**src/rtl/icache_pkg.sv**
```systemverilog
// icache_pkg: AXI read constants and AR channel state type shared by the iCache memory-side logic
package icache_pkg;
  localparam logic [1:0] AXI_BURST_INCR = 2'b01;
  localparam logic [2:0] AXI_SIZE_4B    = 3'b010;
  localparam logic [1:0] AXI_RESP_OKAY  = 2'b00;
  typedef enum logic {AR_IDLE, AR_WAIT} ar_state_t;
endpackage

```
**src/rtl/icache_axi_rd_bridge.sv**
```systemverilog
// icache_axi_rd_bridge: turns per-word iCache fill requests into pipelined single-beat AXI4 reads
module icache_axi_rd_bridge
  import icache_pkg::*;
#(
  parameter int ADDR_WIDTH      = 32,
  parameter int AXI_ID          = 0,
  parameter int MAX_OUTSTANDING = 4,
  parameter int CNT_WIDTH       = $clog2(MAX_OUTSTANDING + 1)
) (
  input  logic                  i_clk,
  input  logic                  i_reset,
  input  logic                  i_mem_req,
  input  logic [ADDR_WIDTH-1:0] i_mem_addr,
  output logic                  o_mem_addr_ok,
  output logic                  o_mem_data_ok,
  output logic [31:0]           o_mem_rdata,
  output logic [3:0]            o_arid,
  output logic [ADDR_WIDTH-1:0] o_araddr,
  output logic [7:0]            o_arlen,
  output logic [2:0]            o_arsize,
  output logic [1:0]            o_arburst,
  output logic                  o_arvalid,
  input  logic                  i_arready,
  input  logic [3:0]            i_rid,
  input  logic [31:0]           i_rdata,
  input  logic [1:0]            i_rresp,
  input  logic                  i_rlast,
  input  logic                  i_rvalid,
  output logic                  o_rready,
  output logic                  o_bus_err
);
  ar_state_t             r_state, w_state_nxt;
  logic [ADDR_WIDTH-1:0] r_araddr;
  logic                  r_arvalid, r_bus_err;
  logic [CNT_WIDTH-1:0]  r_cnt;
  logic                  w_issue, w_ar_hs, w_r_dec, w_r_bad;

  assign w_ar_hs = r_arvalid && i_arready;
  // a beat only retires a read if one is actually outstanding
  assign w_r_dec = i_rvalid && i_rlast && r_cnt != '0;
  assign w_r_bad = i_rresp != AXI_RESP_OKAY || i_rid != 4'(AXI_ID) || !i_rlast || r_cnt == '0;

  always_comb begin
    w_issue     = r_state == AR_IDLE && i_mem_req && r_cnt < CNT_WIDTH'(MAX_OUTSTANDING);
    w_state_nxt = w_issue ? AR_WAIT : (w_ar_hs ? AR_IDLE : r_state);
  end

  always_ff @(posedge i_clk) begin
    if (i_reset) r_state <= AR_IDLE;
    else         r_state <= w_state_nxt;
  end

  always_ff @(posedge i_clk) begin
    if (i_reset) begin
      r_arvalid <= 1'b0;
      r_araddr  <= '0;
      r_cnt     <= '0;
      r_bus_err <= 1'b0;
    end else begin
      if (w_issue) begin
        r_araddr  <= i_mem_addr & ~ADDR_WIDTH'(3);
        r_arvalid <= 1'b1;
      end else if (w_ar_hs) r_arvalid <= 1'b0;
      r_cnt     <= r_cnt + CNT_WIDTH'(w_ar_hs) - CNT_WIDTH'(w_r_dec);
      r_bus_err <= r_bus_err | (i_rvalid && w_r_bad);
    end
  end

  assign o_mem_addr_ok = w_ar_hs;
  assign o_mem_data_ok = i_rvalid;
  assign o_mem_rdata   = i_rdata;
  assign o_arid        = 4'(AXI_ID);
  assign o_araddr      = r_araddr;
  assign o_arlen       = 8'd0;
  assign o_arsize      = AXI_SIZE_4B;
  assign o_arburst     = AXI_BURST_INCR;
  assign o_arvalid     = r_arvalid;
  assign o_rready      = 1'b1;
  assign o_bus_err     = r_bus_err;
endmodule
```
**config.mk**
```make
export PLATFORM = sky130hd
export DESIGN_NAME = icache_axi_rd_bridge
export DESIGN_NICKNAME = d
export VERILOG_FILES = /design/src/rtl/icache_pkg.sv /design/src/rtl/icache_axi_rd_bridge.sv
export SDC_FILE = /design/constraint.sdc
export NUM_CORES = 1
export LEC_CHECK = 0
export CAP_MARGIN = 20
export CORE_UTILIZATION = 25
export DETAILED_ROUTE_END_ITERATION = 7
export PLACE_DENSITY = 0.8
export SKIP_CTS_REPAIR_TIMING = 1
export SLEW_MARGIN = 30
export SYNTH_ARGS = -nofsm -noshare
export SYNTH_HDL_FRONTEND = slang
export SYNTH_SLANG_ARGS = --single-unit
```
**constraint.sdc**
```tcl
create_clock -name i_clk -period 6.2 [get_ports i_clk]
set_input_delay 0.62 -clock i_clk [delete_from_list [all_inputs] [get_ports i_clk]]
set_output_delay 0.62 -clock i_clk [all_outputs]
set_load 0.01 [all_outputs]
```
==> results_dict.tcl, run 1 <==
set metrics [dict create \
    outcome "finished clean" \
    finalHoldViolCount 0 \
    root_buffer "clkbuf_8" \
    cp.required_ns 5.58 \
    wire_per_inst_um 10.3 \
    rows 30 \
    clk_latency_ns 0.27 \
    vdd.ir_drop.worst_v 0.000112 \
    place_area_mm2 0.00226 \
    power_density_mw_per_mm2 281 \
    hold_path.class "reg -> reg" \
    cts.sinks 35 \
    yosys_warnings 0 \
    fin_hold_ws_ns 0.487 \
    h-tree-depth 2 \
    grt_pass1_wl_um 5260 \
    die_w_um 85.7 \
    maxCapViolations 0 \
    chipHeight_um 85.7 \
    wl_um 3280 \
    die-area_mm2 0.00734 \
    synth.area.top_cells "dfxtp_1, buf_4, mux2i_1, nor2_1, buf_8" \
    viasPerCell 3.83 \
    antennaDiodeCount 0 \
    tns_ns 0 \
    crit_type "in -> out" \
    coreArea_mm2 0.00679 \
    ys_ff_latch 35 \
    grt_max_degree 36 \
    synth.most_common_cell "buf_4" \
    rsz0062_at_grt "no" \
    synth_top_cell_by_area "dfxtp_1" \
    tritoncts "built" \
    ant_nets 0 \
    dp.final_hpwl_um 2410 \
    numCtsBuffers 5 \
    start_util_pct 25.8 \
    nets 302 \
    clock_path_buffers 2 \
    cp-end-kind "output pin" \
    total_leakage_power_nw 0.949 \
    async_flop_share_pct 0 \
    path_clk_slew_ns 0.06 \
    fin_cells 318 \
    synth_top_area_share_pct 40.0 \
    synthCells 180 \
    synth-main-ff-cell "dfxtp_1" \
    p_total_mw 0.654 \
    syn2layout_area_growth_pct 33.1 \
    gp_congestion 0.720 \
    fin_skew_ns 0.00462 \
    track_usage_pct 9.08 \
    syn_area_mm2 0.00175 \
    firstDrtPassIters 4 \
    drive_above_1_share_pct 4.50 \
    fin_crit_sh_pct 38.9 \
    slew_violations 0 \
    min_period_ns 2.41 \
    synth.yosys.seq_area_share_pct 40.0 \
    antenna_found_initial 0 \
    yosysUniqueCellTypes 20 \
    clock.fmax_mhz 415 \
    synth_edf_count 0 \
    setup_viol_count_final 0 \
    yosys-top-cells-count "buf_4, dfxtp_1, nor2_1" \
    start_kind "input port" \
    drt_iter0_markers 25 \
    final_area_mm2 0.00233 \
    crit_path_max_fanout 2 \
    port_buffers 75 \
    grt_overflow 0 \
    crit_arrival_ns 1.79 \
    grt_pass1_vias 1186 \
    pin_count 162 \
    avgSynthCellArea_um2 9.72 \
    vias 1217 \
    drcViolationCount 0 \
    placedCellCount 312 \
]
[per-stage QoR]
step	util (%)	worst slack (ns)
after CTS	34.3	3.78
after detailed placement	33.2	3.51
after floorplan	-	4.04
final	34.3	3.79
after global routing	34.3	3.74
after global placement	33.1	3.40
[worst max-delay path, stage by stage]
cell and delay [ns]:
clkdlybuf4s50_1 0.47, and2_2 0.17, clkdlybuf4s50_1 0.53
[cell usage in the layout, fill, tap and decap left out]
master / instances
mux2i_1: 30
nor2b_1: 2
a21oi_1: 1
nor3b_4: 1
nor3_1: 1
buf_4: 2
clkbuf_1: 1
dfxtp_1: 35
nor4_1: 1
o31a_1: 1
clkbuf_8: 5
clkdlybuf4s50_1: 75
buf_6: 1
ha_1: 2
a311oi_1: 1
inv_1: 5
nor2_1: 33
conb_1: 20
and2_2: 1
and2_1: 1
fa_1: 1
xnor2_1: 2
[layout make-up]
class	count	area [µm²]
multi-input combinational	98	641
fill	699	4460
sequential	35	701
clock buffer	6	72.6
tap	96	120
timing repair buffer	78	777
inverter	5	18.8
[cell families (layout without fill, tap and decap cells)]
family	after synthesis	count (layout)	share of synthesized area (%)
DFF	35	35	40.0
muxes	30	30	17.2
AOI/OAI and AO/OA	3	3	1.29
and+or+nand+nor	40	40	10.3
adders and majority gates	3	3	2.57
xor gates and xnor gates	2	2	1.00
buffers and inverters	65	89	27.2
other	2	20	0.429
[flip-flops by register name (all words and copies together) (netlist names)]
signal     count
o_bus_err      1
o_arvalid      1
r_cnt          3
o_araddr      30
[path summary, 6_finish.rpt]
| check | start | end | slack, ns | depth (start not counted) |
|---|---|---|---|---|
| min reg2reg | o_araddr[6] | o_araddr[6] | 0.49 | 2 |
| max reg2reg | r_cnt[2] | r_cnt[2] | 4.01 | 9 |
| min | o_araddr[6] | o_araddr[6] | 0.49 | 2 |
| max | i_arready | o_mem_addr_ok | 3.79 | 3 |
[per-layer routing]
metal / track usage [%] / wire length, µm
met5: 0 / 0
met4: 4.24 / 33
met3: 3.75 / 312
met2: 15.7 / 1590
met1: 9.61 / 1350
[where the power goes]
group / leakage (nW) / switching (mW) / total, mW / internal [mW]
logic: 0.624 / 0.0964 / 0.228 / 0.132
registers: 0.288 / 0.0204 / 0.277 / 0.257
clock network: 0.0371 / 0.0740 / 0.149 / 0.0749
total: 0.949 / 0.191 / 0.654 / 0.464
Note: power is estimated with default switching activity, not from simulation.
==> inputs of run 2 (changes only) <==
Clock period 6.2 ns to 2.4 ns, I/O delays scaled along.
==> results_dict.tcl, run 2 (synthesis gave the netlist of run 1 again) <==
set metrics [dict create \
    rsz0062_at_grt "no" \
    crit_arrival_ns 2.34 \
    tns_ns 0 \
    port_buffers 75 \
    largest_reg_flops 30 \
    crit_type "reg -> reg" \
    mostFrequentLayoutCell "clkdlybuf4s50_1" \
    numCtsBuffers 5 \
    antenna_found_initial 0 \
    outcome "finished clean" \
    placedCellCount 312 \
    fill_cells 706 \
    wire_per_inst_um 10.0 \
    nets 302 \
    power_density_mw_per_mm2 776 \
    hold_path.class "in -> out" \
    h-tree-depth 2 \
    gp_congestion 0.713 \
    setup_viol_count_final 0 \
    track_usage_pct 8.63 \
    clk_latency_ns 0.28 \
    cp-end-kind "register" \
    clock.fmax_mhz 458 \
    viasPerCell 3.74 \
    grt_pass1_vias 1101 \
    fin_ws_ns 0.218 \
    drive_above_1_share_pct 5.80 \
    min_period_ns 2.18 \
    maxCapViolations 0 \
    vdd.ir_drop.worst_v 0.000272 \
    pin_count 162 \
    final_cell_mix "clkdlybuf4s50_1, dfxtp_1, nor2_1" \
    coreArea_mm2 0.00679 \
    crit_path_max_fanout 3 \
    tritoncts "built" \
    wl_um 3200 \
    finalHoldViolCount 0 \
    root_buffer "clkbuf_8" \
    chipHeight_um 85.7 \
    grt_max_degree 36 \
    dp.final_hpwl_um 2390 \
    start_kind "register" \
    firstDrtPassIters 4 \
    total_leakage_power_nw 0.972 \
    fin_hold_ws_ns 0.480 \
    cp.required_ns 2.56 \
    fin_cells 320 \
    seq_area_um2 701 \
    grt_pass1_wl_um 4970 \
    ant_nets 0 \
    vias 1198 \
    antennaDiodeCount 0 \
    fin_skew_ns 0.00402 \
    die-area_mm2 0.00734 \
    slew_violations 0 \
    syn2layout_area_growth_pct 35.5 \
    clock_path_buffers 2 \
    die_w_um 85.7 \
    place_ws_ns 0.108 \
    grt_overflow 0 \
    path_clk_slew_ns 0.07 \
    drcViolationCount 0 \
    cts.sinks 35 \
    fin_crit_sh_pct 90.9 \
    rows 30 \
    start_util_pct 25.8 \
    drt_iter0_markers 17 \
    multiInputGateArea_um2 641 \
]
run 2: cell types whose count changed in the layout (fill, tap and decap cells not counted):
| cell | previous run | this run |
|---|---|---|
| buf_4 | 2 | 3 |
| buf_6 | 1 | 0 |
| bufinv_16 | 0 | 1 |
| clkbuf_1 | 1 | 0 |
| clkbuf_8 | 5 | 6 |
| clkinv_2 | 0 | 1 |
run 2: per-layer routing:
| layer | GRT usage [%] | vias to the layer above | wire length [µm] |
|---|---|---|---|
| met4 | 4.70 | 0 | 60 |
| met3 | 4.14 | 9 | 334 |
| met2 | 14.0 | 70 | 1500 |
| li1 | - | 581 | - |
| met1 | 9.25 | 538 | 1310 |
| met5 | 0 | - | 0 |
run 2: path summary, 6_finish.rpt:
path              cells past startpoint         start  slack, ns               to
hold reg to reg                       2  o_araddr[12]       0.49     o_araddr[12]
setup / recovery                      9      r_cnt[2]       0.22         r_cnt[2]
setup reg to reg                      9      r_cnt[2]       0.22         r_cnt[2]
hold / removal                        0   i_rdata[16]       0.48  o_mem_rdata[16]
run 2: critical path: stages (launching register included):
cell,delay (ns)
dfxtp_1,0.36
o31a_1,0.32
and2_1,0.16
ha_1,0.26
inv_1,0.04
ha_1,0.18
fa_1,0.38
xnor2_1,0.18
xnor2_1,0.13
nor2_1,0.05
run 2: cell type report:
cell class	count	area share (%)
timing repair buffer	78	32.6
sequential	35	29.6
multi-input combinational	98	27.0
tap	96	5.07
clock buffer	6	3.48
clock inverter	2	1.48
inverter	5	0.792
run 2: power breakdown:
group          switching (mW)  internal [mW]  leakage (nW)
Sequential             0.0532          0.663         0.288
Clock                   0.209          0.336        0.0612
Combinational           0.242          0.337         0.623
Total                   0.505           1.34         0.972
run 2: metrics by stage:
| stage | instance area [µm²] | utilization, % | power, mW |
|---|---|---|---|
| floorplan | 1820 | - | 1.19 |
| global placement | 2250 | 33.2 | 1.30 |
| detailed placement | 2250 | 33.2 | 1.32 |
| CTS | 2370 | 34.9 | 1.89 |
| global route | 2370 | 34.9 | 1.96 |
| finish | 2370 | 34.9 | 1.84 |
==> inputs of run 3 (changes only) <==
Settings changed: CAP_MARGIN 20 to 30.
==> results of run 3 <==
Final layout, timing and power as in run 2 (identical DEF).
